[src/rtl/vga_timing_gen_if.sv]
// Raster bundle from the VGA timing generator to the pixel painter.
// All fields are registered and mutually aligned at the generator.
interface vga_timing_gen_if;
    logic        pix_ce;
    logic [9:0]  hcnt;
    logic [9:0]  vcnt;
    logic        hs;
    logic        vs;
    logic        de;
    logic        line_start;
    logic        frame_start;
    logic [7:0]  frame_cnt;
    logic [11:0] rgb;

    modport master (
        output pix_ce,
        output hcnt,
        output vcnt,
        output hs,
        output vs,
        output de,
        output line_start,
        output frame_start,
        output frame_cnt,
        output rgb
    );

    modport slave (
        input pix_ce,
        input hcnt,
        input vcnt,
        input hs,
        input vs,
        input de,
        input line_start,
        input frame_start,
        input frame_cnt,
        input rgb
    );
endinterface

[src/rtl/vga_timing_gen.sv]
// Single-clock VGA raster generator: pixel clock-enable plus h/v counters.
// Define VGA_TEST_PATTERN_EN to drive 8 vertical colour bars on rgb.
module vga_timing_gen #(
    parameter int CLK_DIV  = 2,
    parameter int H_ACTIVE = 640,
    parameter int H_FP     = 16,
    parameter int H_SYNC   = 96,
    parameter int H_BP     = 48,
    parameter int V_ACTIVE = 480,
    parameter int V_FP     = 10,
    parameter int V_SYNC   = 2,
    parameter int V_BP     = 33,
    parameter int HS_POL   = 0,
    parameter int VS_POL   = 0
) (
    input logic              clk,
    input logic              rst,
    vga_timing_gen_if.master vga
);

    localparam int H_TOTAL = H_ACTIVE + H_FP + H_SYNC + H_BP;
    localparam int V_TOTAL = V_ACTIVE + V_FP + V_SYNC + V_BP;
    localparam int HS_BEG  = H_ACTIVE + H_FP;
    localparam int HS_END  = H_ACTIVE + H_FP + H_SYNC;
    localparam int VS_BEG  = V_ACTIVE + V_FP;
    localparam int VS_END  = V_ACTIVE + V_FP + V_SYNC;

    localparam logic [9:0] H_LAST   = 10'(H_TOTAL - 1);
    localparam logic [9:0] V_LAST   = 10'(V_TOTAL - 1);
    localparam logic [3:0] DIV_LAST = 4'(CLK_DIV - 1);
    localparam logic       HS_ON    = (HS_POL != 0);
    localparam logic       VS_ON    = (VS_POL != 0);

    if (CLK_DIV < 1 || CLK_DIV > 16) begin : g_bad_div
        $error("vga_timing_gen: CLK_DIV must be 1..16");
    end
    if (H_TOTAL > 1024) begin : g_bad_h
        $error("vga_timing_gen: H_TOTAL exceeds 1024");
    end
    if (V_TOTAL > 1024) begin : g_bad_v
        $error("vga_timing_gen: V_TOTAL exceeds 1024");
    end

    logic [3:0]  div;
    logic        tick;
    logic        pix_ce_q;
    logic [9:0]  hcnt_q;
    logic [9:0]  vcnt_q;
    logic        hs_q;
    logic        vs_q;
    logic        de_q;
    logic        line_q;
    logic        frame_q;
    logic [7:0]  fcnt_q;
    logic [11:0] rgb_q;

    logic [9:0]  h_nxt;
    logic [9:0]  v_nxt;
    logic        hs_act;
    logic        vs_act;
    logic        de_nxt;
    logic        line_nxt;
    logic        frame_nxt;

    // tick marks the edge on which the raster advances; pix_ce mirrors it
    assign tick = (div == DIV_LAST);

    always_ff @(posedge clk) begin
        if (rst) begin
            div      <= '0;
            pix_ce_q <= 1'b0;
        end else begin
            pix_ce_q <= tick;
            div      <= tick ? '0 : div + 4'd1;
        end
    end

    // sync/enable decode uses the next counter values so they land with them
    always_comb begin
        h_nxt = hcnt_q + 10'd1;
        v_nxt = vcnt_q;
        if (hcnt_q == H_LAST) begin
            h_nxt = '0;
            v_nxt = (vcnt_q == V_LAST) ? '0 : vcnt_q + 10'd1;
        end
        hs_act    = (int'(h_nxt) >= HS_BEG) && (int'(h_nxt) < HS_END);
        vs_act    = (int'(v_nxt) >= VS_BEG) && (int'(v_nxt) < VS_END);
        de_nxt    = (int'(h_nxt) < H_ACTIVE) && (int'(v_nxt) < V_ACTIVE);
        line_nxt  = (h_nxt == '0);
        frame_nxt = line_nxt && (v_nxt == '0);
    end

    always_ff @(posedge clk) begin
        if (rst) begin
            hcnt_q  <= H_LAST;
            vcnt_q  <= V_LAST;
            hs_q    <= !HS_ON;
            vs_q    <= !VS_ON;
            de_q    <= 1'b0;
            line_q  <= 1'b0;
            frame_q <= 1'b0;
            fcnt_q  <= '0;
        end else begin
            line_q  <= tick && line_nxt;
            frame_q <= tick && frame_nxt;
            if (tick) begin
                hcnt_q <= h_nxt;
                vcnt_q <= v_nxt;
                hs_q   <= hs_act ? HS_ON : !HS_ON;
                vs_q   <= vs_act ? VS_ON : !VS_ON;
                de_q   <= de_nxt;
                if (frame_nxt) begin
                    fcnt_q <= fcnt_q + 8'd1;
                end
            end
        end
    end

`ifdef VGA_TEST_PATTERN_EN
    localparam int         BAR_W    = H_ACTIVE / 8;
    localparam logic [9:0] BAR_LAST = 10'(BAR_W - 1);

    if (BAR_W < 1) begin : g_bad_bar
        $error("vga_timing_gen: H_ACTIVE too small for 8 bars");
    end

    logic [9:0]  bar_px;
    logic [2:0]  bar_idx;
    logic [9:0]  bar_px_nxt;
    logic [2:0]  bar_idx_nxt;
    logic [11:0] bar_rgb;

    // bar position tracks the next pixel, so colour aligns with de
    always_comb begin
        bar_px_nxt  = bar_px + 10'd1;
        bar_idx_nxt = bar_idx;
        if (h_nxt == '0) begin
            bar_px_nxt  = '0;
            bar_idx_nxt = '0;
        end else if (bar_px == BAR_LAST) begin
            bar_px_nxt  = '0;
            bar_idx_nxt = bar_idx + 3'd1;
        end
    end

    always_comb begin
        bar_rgb = 12'h000;
        unique case (bar_idx_nxt)
            3'd0: bar_rgb = 12'hfff;
            3'd1: bar_rgb = 12'hff0;
            3'd2: bar_rgb = 12'h0ff;
            3'd3: bar_rgb = 12'h0f0;
            3'd4: bar_rgb = 12'hf0f;
            3'd5: bar_rgb = 12'hf00;
            3'd6: bar_rgb = 12'h00f;
            3'd7: bar_rgb = 12'h000;
        endcase
    end

    always_ff @(posedge clk) begin
        if (rst) begin
            bar_px  <= '0;
            bar_idx <= '0;
            rgb_q   <= '0;
        end else if (tick) begin
            bar_px  <= bar_px_nxt;
            bar_idx <= bar_idx_nxt;
            rgb_q   <= de_nxt ? bar_rgb : 12'h000;
        end
    end
`else
    assign rgb_q = 12'h000;
`endif

    assign vga.pix_ce      = pix_ce_q;
    assign vga.hcnt        = hcnt_q;
    assign vga.vcnt        = vcnt_q;
    assign vga.hs          = hs_q;
    assign vga.vs          = vs_q;
    assign vga.de          = de_q;
    assign vga.line_start  = line_q;
    assign vga.frame_start = frame_q;
    assign vga.frame_cnt   = fcnt_q;
    assign vga.rgb         = rgb_q;

endmodule

[src/flat_wrapper.sv]
// flat-port wrapper written by rule: the top's interface ports become plain ports
module vga_timing_gen_flat 
#(
    parameter int CLK_DIV  = 2,
    parameter int H_ACTIVE = 640,
    parameter int H_FP     = 16,
    parameter int H_SYNC   = 96,
    parameter int H_BP     = 48,
    parameter int V_ACTIVE = 480,
    parameter int V_FP     = 10,
    parameter int V_SYNC   = 2,
    parameter int V_BP     = 33,
    parameter int HS_POL   = 0,
    parameter int VS_POL   = 0
)
  (clk, rst, vga_pix_ce, vga_hcnt, vga_vcnt, vga_hs, vga_vs, vga_de, vga_line_start, vga_frame_start, vga_frame_cnt, vga_rgb);
  vga_timing_gen_if vga_i ();
  input logic clk;
  input logic rst;
  output wire logic [$bits(vga_i.pix_ce)-1:0] vga_pix_ce;
  output wire logic [$bits(vga_i.hcnt)-1:0] vga_hcnt;
  output wire logic [$bits(vga_i.vcnt)-1:0] vga_vcnt;
  output wire logic [$bits(vga_i.hs)-1:0] vga_hs;
  output wire logic [$bits(vga_i.vs)-1:0] vga_vs;
  output wire logic [$bits(vga_i.de)-1:0] vga_de;
  output wire logic [$bits(vga_i.line_start)-1:0] vga_line_start;
  output wire logic [$bits(vga_i.frame_start)-1:0] vga_frame_start;
  output wire logic [$bits(vga_i.frame_cnt)-1:0] vga_frame_cnt;
  output wire logic [$bits(vga_i.rgb)-1:0] vga_rgb;
  assign vga_pix_ce = vga_i.pix_ce;
  assign vga_hcnt = vga_i.hcnt;
  assign vga_vcnt = vga_i.vcnt;
  assign vga_hs = vga_i.hs;
  assign vga_vs = vga_i.vs;
  assign vga_de = vga_i.de;
  assign vga_line_start = vga_i.line_start;
  assign vga_frame_start = vga_i.frame_start;
  assign vga_frame_cnt = vga_i.frame_cnt;
  assign vga_rgb = vga_i.rgb;
  vga_timing_gen #(.CLK_DIV(CLK_DIV), .H_ACTIVE(H_ACTIVE), .H_FP(H_FP), .H_SYNC(H_SYNC), .H_BP(H_BP), .V_ACTIVE(V_ACTIVE), .V_FP(V_FP), .V_SYNC(V_SYNC), .V_BP(V_BP), .HS_POL(HS_POL), .VS_POL(VS_POL)) u_core (.clk(clk), .rst(rst), .vga(vga_i));
endmodule
[config.mk]
export PLATFORM = sky130hd
export DESIGN_NAME = vga_timing_gen_flat
export DESIGN_NICKNAME = d
export VERILOG_FILES = /design/src/rtl/vga_timing_gen_if.sv /design/src/rtl/vga_timing_gen.sv /design/src/flat_wrapper.sv
export SDC_FILE = /design/constraint.sdc
export NUM_CORES = 1
export LEC_CHECK = 0
export CORE_MARGIN = 1.5
export CORE_UTILIZATION = 60
export DETAILED_ROUTE_END_ITERATION = 8
export DONT_BUFFER_PORTS = 1
export GPL_TIMING_DRIVEN = 0
export PLACE_DENSITY = 0.83
export SYNTH_ARGS = -nofsm -noshare
export SYNTH_HDL_FRONTEND = slang
export SYNTH_SLANG_ARGS = --single-unit
[constraint.sdc]
create_clock -name clk -period 3.98 [get_ports clk]
set_clock_uncertainty 0.2 [all_clocks]
set_input_delay 0.995 -clock clk [delete_from_list [all_inputs] [get_ports clk]]
set_output_delay 0.995 -clock clk [all_outputs]
set_load 0.02 [all_outputs]
==> flow_summary.toml, run 1 <==
[status]
run_status = "finished, final reports clean"

[place]
placed_area_um2 = 2678
io_buffers = 0
globalplace.congestion = 0.8802
place_ws_ps = 10.92
dpl.hpwl_mm = 4.444

[logic_synthesis]
syn_area_um2 = 2574
ys_ff_latch = 38
syn_inst = 320
synth_most_common_cell = "nor2_1"
avgSynthCellArea_um2 = 8.043
synthFlopType = "dfxtp_1"
synth_top_area_cell = "dfxtp_1"
yosysSeqAreaShare = 0.2956
netlist.area_leader.share = 0.2956
yosysWarnings = 0
synth_commonest_cells = "nor2_1 (39), dfxtp_1 (38), nand2_1 (22), a21oi_1 (16), buf_4 (13)"
synth_edf_count = 0
async_flop_share = 0
synthTopCellsByArea = "dfxtp_1 (30%), nor2_1 (5.7%), buf_4 (3.8%), ha_1 (3.4%), nand2_1 (3.2%)"
synth_cell_types = 70

[global_routing]
grt_pass1_vias = 2053
grt_max_degree = 12
globalRoute.totalOverflow = 0
antenna_found_initial = 0
track_usage = 0.2787
grt_pass1_wl_mm = 9.756

[cells_and_area]
final_area_um2 = 2780
antennaDiodeCount = 0
layout-drive-gt1-share = 0.1681
finalNetCount = 348
syn_to_final_growth_pct = 8.022

[sta]
hold_slack_ps = 272.9
slew_headroom = 0.1335
worst_slack_ps = 266.3
worst_pin_slew_ps = 1297
hold_viol_final = 0
finalCritPeriodShare = 0.9331
max_freq_mhz = 269.3
tns_ps = 0
setup_viol = 0
report.final.slew_viol_count = 0
rsz0062_at_grt = "no"
fin_crit_ps = 3714

[clocking]
clock_sinks = 38
cts_root_buffer = "clkbuf_8"
cts_tree = "built"
ctsLongestPathBuffers = 2
clkTransAtPathRegs_ps = 80
cts_htree_levels = 2
insertion_delay_ps = 290
cts_buffers = 5

[critical_path]
crit_required_ps = 4010
cp_max_fo = 8
worstPathArrival_ps = 3740
worstSetupStartpointType = "register"
crit_type = "reg -> reg"
crit_path_end_kind = "register"

[floorplanning]
die_area_um2 = 4692
start_util = 0.6343
core-area_um2 = 4058
chipWidth_um = 68.50
placementRows = 23
dieHeight_um = 68.50
pin_count = 48

[detailed_routing]
ant_nets = 0
vias_per_cell = 6.370
detail_route.wl_per_cell_um = 16.04
vias = 2478
route.detailed.drc = 0
wl_mm = 6.238
drt_iter0_markers = 240
dr.pass1.iters = 5

[power_and_ir_drop]
p_leak_nw = 1.078
power-per-cell-area_nw_per_um2 = 465.5
fin_total_pwr_w = 0.001294
ir_worst_vdd_v = 0.0002114

[hold_path]
hp-class = "reg -> reg"

[flow_run]
maxCapViolCount = 0
==> worst paths after layout <==
kind         cells past startpoint  slack (ps)                from                       to
min reg2reg                      1         270       u_core.div[0]            u_core.div[0]
min                              1         270       u_core.div[0]            u_core.div[0]
max reg2reg                     10         270  u_core.vga.hcnt[1]  u_core.vga.frame_cnt[2]
max                             10         270  u_core.vga.hcnt[1]  u_core.vga.frame_cnt[2]
==> final cells by class <==
cell class / count / area [µm²]
inverter: 8 / 30.03
fill: 335 / 1277
buffer: 36 / 227.7
clock inverter: 2 / 10.01
clock buffer: 5 / 68.82
sequential: 38 / 762.0
multi-input combinational: 249 / 1612
tap: 50 / 62.56
timing repair buffer: 1 / 7.507
==> state kept, by name, indices dropped and copies added (netlist names) <==
| name | flops |
|---|---|
| u_core.vga.frame_start | 1 |
| u_core.vga.de | 1 |
| u_core.vga.vs | 1 |
| u_core.vga.hcnt | 10 |
| u_core.vga.pix_ce | 1 |
| u_core.vga.vcnt | 10 |
| u_core.vga.hs | 1 |
| u_core.vga.line_start | 1 |
| u_core.div | 4 |
| u_core.vga.frame_cnt | 8 |
==> where the power goes <==
part / total [W] / internal (W) / leakage, nW / switching (W)
clock: 0.000258 / 0.000118 / 0.0438 / 0.000141
sequential: 0.000481 / 0.000410 / 0.308 / 0.0000710
combinational: 0.000555 / 0.000206 / 0.726 / 0.000349
==> layout by cell type (no fill, tap or decap), types with 3 or more instances in the layout <==
master    synthesis  layout
clkbuf_8          2       7
nor3_1            7       7
inv_1             8       8
o31ai_1           5       5
clkbuf_1         12      12
a31oi_1           6       6
buf_4            13      14
buf_2             6       6
xnor2_1           9       9
nand3_1          12      12
ha_1              7       7
nor2_1           39      39
nand2_1          22      22
mux2_2            3       3
and2_1            4       4
or2_2             4       4
nand4b_1          3       3
xor2_1            6       6
and3_1            4       4
conb_1            1      12
dfxtp_1          38      37
nor2b_1           4       4
nand3b_1          3       3
a21oi_1          16      16
nor4_1            9       8
nand4_1          10      10
o21ai_0          10      10
and4_1            3       3
mux2i_1           3       3
==> critical path, stage by stage, from the launching register on <==
cell and delay [ps]:
dfxtp_1 580, ha_1 220, buf_2 180, and4_1 200, clkbuf_1 280, nand4_2 230
o31ai_2 380, a31oi_2 230, or4_4 600, or4_1 400, a21oi_1 140
==> stage by stage <==
| step | std cells | util |
|---|---|---|
| floorplan | 331 | - |
| global placement | 381 | 0.6599 |
| detailed placement | 381 | 0.6599 |
| CTS | 388 | 0.6809 |
| global route | 389 | 0.6852 |
| finish | 389 | 0.6852 |
==> cells by family (layout without fill, tap and decap cells) <==
group | Yosys count | in the layout | synth area share
xor+xnor | 15 | 15 | 0.05105
mux | 6 | 6 | 0.02479
other cells | 1 | 12 | 0.001457
simple gates | 146 | 146 | 0.3233
fa+ha+maj | 8 | 8 | 0.03792
compound gates | 62 | 62 | 0.1658
flops | 38 | 38 | 0.2956
buf+inv | 44 | 52 | 0.1001
==> metal layers <==
layer	vias up	global-route usage	wire [µm]
li1	1168	-	-
met1	1168	0.3745	2694
met2	132	0.4351	2834
met3	10	0.06818	599
met4	0	0.09500	110
met5	-	0	0
==> timing repair <==
item	4_1_cts	5_1_grt
pin swaps	0	1
gates resized for setup	1	2
endpoints found under the setup margin	1	2
setup buffers	0	1
hold buffers	0	0
Note: power is estimated with default switching activity, not from simulation.
==> run 2, diff against run 1 <==
--- a/config.mk
+++ b/config.mk
@@ -10,7 +10,7 @@
 export DETAILED_ROUTE_END_ITERATION = 8
 export DONT_BUFFER_PORTS = 1
 export GPL_TIMING_DRIVEN = 0
-export PLACE_DENSITY = 0.83
+export PLACE_DENSITY_LB_ADDON = 0.15
 export SYNTH_ARGS = -nofsm -noshare
 export SYNTH_HDL_FRONTEND = slang
 export SYNTH_SLANG_ARGS = --single-unit
==> run 2 against run 1 <==
Sequential share of layout area is 0.16 points lower. Global-route usage is 0.072 points lower. Via count is 4.1% lower. First-iteration DRC count is 13% lower. Critical path depth stayed put. Non-clock buffer count stayed put. Power is 1.1% higher. Utilization is 0.28 points higher. Routed wire length is 1.1% lower. Worst hold slack worse by 2.3 ps. Fmax is 0.15% higher. Largest cell class unchanged.
==> flow_summary.toml, run 2 (synthesis results as in run 1) <==
[status]
run_status = "finished, final reports clean"

[critical_path]
r2r_start = "u_core.vga.hcnt[0]"
critPathBufInv = 2
slowest_stage = "dfxtp_1"
crit_type = "reg -> reg"
cp_max_fo = 9
max_stage_delay_ps = 610
worst_r2r_path_depth = 10
crit_required_ps = 4000
r2r-end = "u_core.vga.frame_cnt[4]"
ff2ff_setup_slack_ps = 270
worstSetupStartpointType = "register"
crit_path_end_kind = "register"
path_cells = "ha_1 -> buf_2 -> and4_1 -> clkbuf_1 -> nand4_2 -> nor4_1 -> nor3_1 -> or4_4 -> or4_1 -> a21oi_1"
worstPathArrival_ps = 3730
path_delay_family = "simple AND/OR/NAND/NOR gates"

[clocking]
cts_buffers = 5
cts_tree = "built"
ctsLongestPathBuffers = 2
clock_sinks = 38
cts_root_buffer = "clkbuf_8"
insertion_delay_ps = 290
cts_htree_levels = 2
clkTransAtPathRegs_ps = 70

[detailed_routing]
ant_nets = 0
vias_per_cell = 6.095
drt_iter0_markers = 208
wl_mm = 6.168
dr.pass1.iters = 4
vias = 2377
detail_route.wl_per_cell_um = 15.82
route.detailed.drc = 0

[global_routing]
grt_max_degree = 12
track_usage = 0.2780
antenna_found_initial = 0
globalRoute.totalOverflow = 0
grt_pass1_vias = 2154
grt_pass1_wl_mm = 9.756

[power_and_ir_drop]
power_frac_clock = 0.211
seqPwrFrac = 0.368
p_leak_nw = 1.083
ir_worst_vdd_v = 0.0002853
power-per-cell-area_nw_per_um2 = 469.0
intPower_w = 0.0007554
switching_power_w = 0.0005537
p_comb_frac = 0.422
p_sw_frac = 0.4230
fin_total_pwr_w = 0.001309

[hold_path]
holdPathStages = 1
holdPathEnd = "u_core.div[0]"
hp-class = "reg -> reg"
hp-start = "u_core.div[0]"

[sta]
worst_pin_slew_ps = 1154
finalCritPeriodShare = 0.9317
tns_ps = 0
slew_headroom = 0.2290
fin_crit_ps = 3708
rsz0062_at_grt = "no"
hold_viol_final = 0
max_freq_mhz = 269.7
report.final.slew_viol_count = 0
setup_viol = 0
worst_slack_ps = 271.7

[floorplanning]
die_area_um2 = 4692
dieHeight_um = 68.50
chipWidth_um = 68.50
placementRows = 23
pin_count = 48
start_util = 0.6343
core-area_um2 = 4058

[place]
io_buffers = 0
dpl.hpwl_mm = 4.483
globalplace.congestion = 0.8972
place_ws_ps = 44.45
placed_area_um2 = 2678

[cells_and_area]
layout_commonest_cell = "nor2_1"
multi_input_area_um2 = 1612
layout-drive-gt1-share = 0.1647
antennaDiodeCount = 0
finalNetCount = 348
mostFrequentLayoutCells = "nor2_1 (39), dfxtp_1 (38), nand2_1 (22)"
regArea_um2 = 760.7
final_area_um2 = 2791
fillers = 351
syn_to_final_growth_pct = 8.459

[flow_run]
maxCapViolCount = 0
[run 2: changes by cell type in the layout (fill, tap and decap cells not counted)]
cell,change
clkbuf_8,+1
clkbuf_1,+1
dfxtp_2,-1
dfxtp_1,+1
clkinv_2,-1
[run 2: worst register-to-register path: cells and delay by family, from the launching register on]
| family | cells | cell delay [ps] |
|---|---|---|
| fa+ha+maj | 1 | 210 |
| compound gates | 1 | 150 |
| simple gates | 6 | 2020 |
| buf+inv | 2 | 470 |
| flops | 1 | 610 |
[run 2: worst max path at each step]
stage,start,end,slack [ps],cells after the start
4_1_cts,u_core.vga.hcnt[0],u_core.vga.frame_cnt[2],30,9
5_1_grt,u_core.vga.hcnt[0],u_core.vga.frame_cnt[4],30,10
2_1_floorplan,u_core.vga.hcnt[0],u_core.vga.frame_cnt[2],560,9
6_report,u_core.vga.hcnt[0],u_core.vga.frame_cnt[4],270,10
3_3_place_gp,u_core.vga.hcnt[0],u_core.vga.frame_cnt[2],100,9
3_5_place_dp,u_core.vga.hcnt[0],u_core.vga.frame_cnt[2],40,9
[run 2: per-layer routing]
metal / GRT usage / part of all wire / up-vias
met5: 0 / 0 / -
met4: 0.1375 / 0.015 / 0
met3: 0.05844 / 0.073 / 7
met2: 0.4399 / 0.47 / 86
met1: 0.3570 / 0.44 / 1106
li1: - / - / 1178
[run 2: power groups by stage]
stage	combinational (W)	sequential (W)	clock, W
CTS	0.000527	0.000481	0.000280
global route	0.000613	0.000488	0.000294
detailed placement	0.000524	0.000489	0
finish	0.000552	0.000481	0.000276
global placement	0.000515	0.000488	0
floorplan	0.000421	0.000478	0
[run 2: stage by stage]
| stage | util | hold WS (ps) | std cells |
|---|---|---|---|
| floorplan | - | 233.4 | 331 |
| global placement | 0.6599 | 250.3 | 381 |
| detailed placement | 0.6599 | 257.4 | 381 |
| CTS | 0.6824 | 275.7 | 389 |
| global route | 0.6879 | 302.2 | 390 |
| finish | 0.6879 | 270.5 | 390 |
[run 2: layout make-up]
class | instances | share of cell area
Buffer | 36 | 0.08158
Timing Repair Buffer | 1 | 0.002689
Clock buffer | 7 | 0.03093
Tap cell | 50 | 0.02241
Inverter | 8 | 0.01076
Sequential cell | 38 | 0.2725
Multi-Input combinational cell | 249 | 0.5773
Clock inverter | 1 | 0.001793
[run 2: timing repair]
item	CTS	global route
setup buffers	0	1
hold buffers	0	0
resized for setup	0	2
endpoints found under the setup margin	0	6
==> run 3, diff against run 2 <==
--- a/config.mk
+++ b/config.mk
@@ -5,11 +5,12 @@
 export SDC_FILE = /design/constraint.sdc
 export NUM_CORES = 1
 export LEC_CHECK = 0
+export BUFFER_PORTS_ARGS = -buffer_cell sky130_fd_sc_hd__buf_2
 export CORE_MARGIN = 1.5
-export CORE_UTILIZATION = 60
+export CORE_UTILIZATION = 56
 export DETAILED_ROUTE_END_ITERATION = 8
-export DONT_BUFFER_PORTS = 1
 export GPL_TIMING_DRIVEN = 0
+export HOLD_SLACK_MARGIN = 0.08
 export PLACE_DENSITY_LB_ADDON = 0.15
 export SYNTH_ARGS = -nofsm -noshare
 export SYNTH_HDL_FRONTEND = slang
==> run 3 against run 2 <==
Non-clock buffer count increased by 33. Worst setup slack improved by 0.50 ps. Critical path depth decreased by 1. Clock power about the same. Sequential power decreased by 7.3%. Critical path type unchanged. Critical endpoint is now u_core.vga.frame_cnt[2]. Largest cell class unchanged. Largest power group unchanged.
==> flow_summary.toml, run 3 (synthesis results as in run 1) <==
[clocking]
cts_buffers = 5
clkTransAtPathRegs_ps = 70
cts_tree = "built"
postCtsSetupBuffers = 0
clock_sinks = 38
postCtsHoldBufs = 0
ctsLongestPathBuffers = 2
cts_htree_levels = 2
cts_root_buffer = "clkbuf_8"
cts_resized = 0
insertion_delay_ps = 300

[cells_and_area]
layout-drive-gt1-share = 0.2386
finalNetCount = 381
antennaDiodeCount = 0
syn_to_final_growth_pct = 14.54
layout_commonest_cell = "buf_2"
mostFrequentLayoutCells = "buf_2 (40), nor2_1 (39), dfxtp_1 (38)"

[detailed_routing]
ant_nets = 0
vias = 2545
drt_iter0_markers = 273
detail_route.wl_per_cell_um = 14.86
dr.pass1.iters = 6
wl_mm = 6.317
vias_per_cell = 5.988
route.detailed.drc = 0

[sta]
setup_viol = 0
worst_pin_slew_ps = 1248
tns_ps = 0
hold_slack_ps = 263.4
report.final.slew_viol_count = 0
max_freq_mhz = 269.7
hold_viol_final = 0
finalCritPeriodShare = 0.9316
fin_crit_ps = 3708
slew_headroom = 0.1660
rsz0062_at_grt = "no"

[critical_path]
crit_required_ps = 4010
crit_path_end_kind = "register"
cp_max_fo = 9
worstPathArrival_ps = 3740
worstSetupStartpointType = "register"
crit_type = "reg -> reg"

[global_routing]
globalRoute.totalOverflow = 0
grt_pass1_vias = 2230
grt_pass1_wl_mm = 10.41
grt_max_degree = 12
antenna_found_initial = 0
track_usage = 0.2555

[hold_path]
hp-class = "reg -> reg"

[power_and_ir_drop]
p_leak_nw = 1.230
ir_worst_vdd_v = 0.0001951
power-per-cell-area_nw_per_um2 = 448.7

[floorplanning]
core-area_um2 = 4384
placementRows = 24
die_area_um2 = 5012
chipWidth_um = 70.80
pin_count = 48
dieHeight_um = 70.80
start_util = 0.5870

[flow_run]
maxCapViolCount = 0

[place]
io_buffers = 34
dpl.hpwl_mm = 4.567
globalplace.congestion = 0.9217

[status]
run_status = "finished, final reports clean"
## run 3: cell types whose count changed in the layout (fill, tap and decap cells not counted)
| cell | before | now |
|---|---|---|
| nor4_2 | 0 | 1 |
| buf_4 | 14 | 13 |
| buf_2 | 6 | 40 |
| nor4_4 | 1 | 0 |
## run 3: critical path: stages, from the launching register on
cell      delay, ps
dfxtp_1         500
ha_1            190
buf_2           180
nand4_1         460
nor4_2          580
mux2i_1         300
nand2b_1        130
or4_4           550
or4_1           410
a21oi_1         140
## run 3: metrics by stage
| stage | worst slack, ps | instance area, µm² | utilization | cells | total power, W |
|---|---|---|---|---|---|
| 5_1_grt | 111.4 | 2948 | 0.6724 | 425 | 0.001402 |
| 3_3_place_gp | 253.7 | 2850 | 0.6501 | 417 | 0.001026 |
| 3_5_place_dp | 263.3 | 2850 | 0.6501 | 417 | 0.001033 |
| 6_report | 272.2 | 2948 | 0.6724 | 425 | 0.001323 |
| 2_1_floorplan | 560.3 | 2615 | - | 331 | 0.0008983 |
| 4_1_cts | 217.9 | 2942 | 0.6709 | 425 | 0.001315 |
## run 3: final cells by class
cell class | count | area [µm²]
Timing Repair Buffer | 34 | 170.2
Tap cell | 52 | 65.06
Clock buffer | 7 | 86.33
Clock inverter | 1 | 5.005
Multi-Input combinational cell | 249 | 1603
Fill cell | 387 | 1436
Sequential cell | 38 | 760.7
Buffer | 36 | 227.7
Inverter | 8 | 30.03
## run 3: power breakdown
| part | switching [W] | total [W] | internal, W | leakage [nW] |
|---|---|---|---|---|
| registers | 0.0000369 | 0.000446 | 0.000410 | 0.309 |
| clock network | 0.000139 | 0.000279 | 0.000140 | 0.0482 |
| logic | 0.000381 | 0.000598 | 0.000216 | 0.873 |
## run 3: layer usage
metal	wire length (µm)	global-route usage	vias to the layer above
met1	2810	0.3522	1178
li1	-	-	1236
met4	179	0.1153	0
met5	0	0	-
met2	2853	0.3925	112
met3	473	0.04274	19
## run 3: path summary, 6_finish.rpt
check / from / end / slack (ps) / cells after the start
worst min-delay path: u_core.vga.de / u_core.vga.de / 260 / 2
worst max-delay path: u_core.vga.hcnt[0] / u_core.vga.frame_cnt[2] / 270 / 9
worst max register to register: u_core.vga.hcnt[0] / u_core.vga.frame_cnt[2] / 270 / 9
worst min register to register: u_core.vga.de / u_core.vga.de / 260 / 2
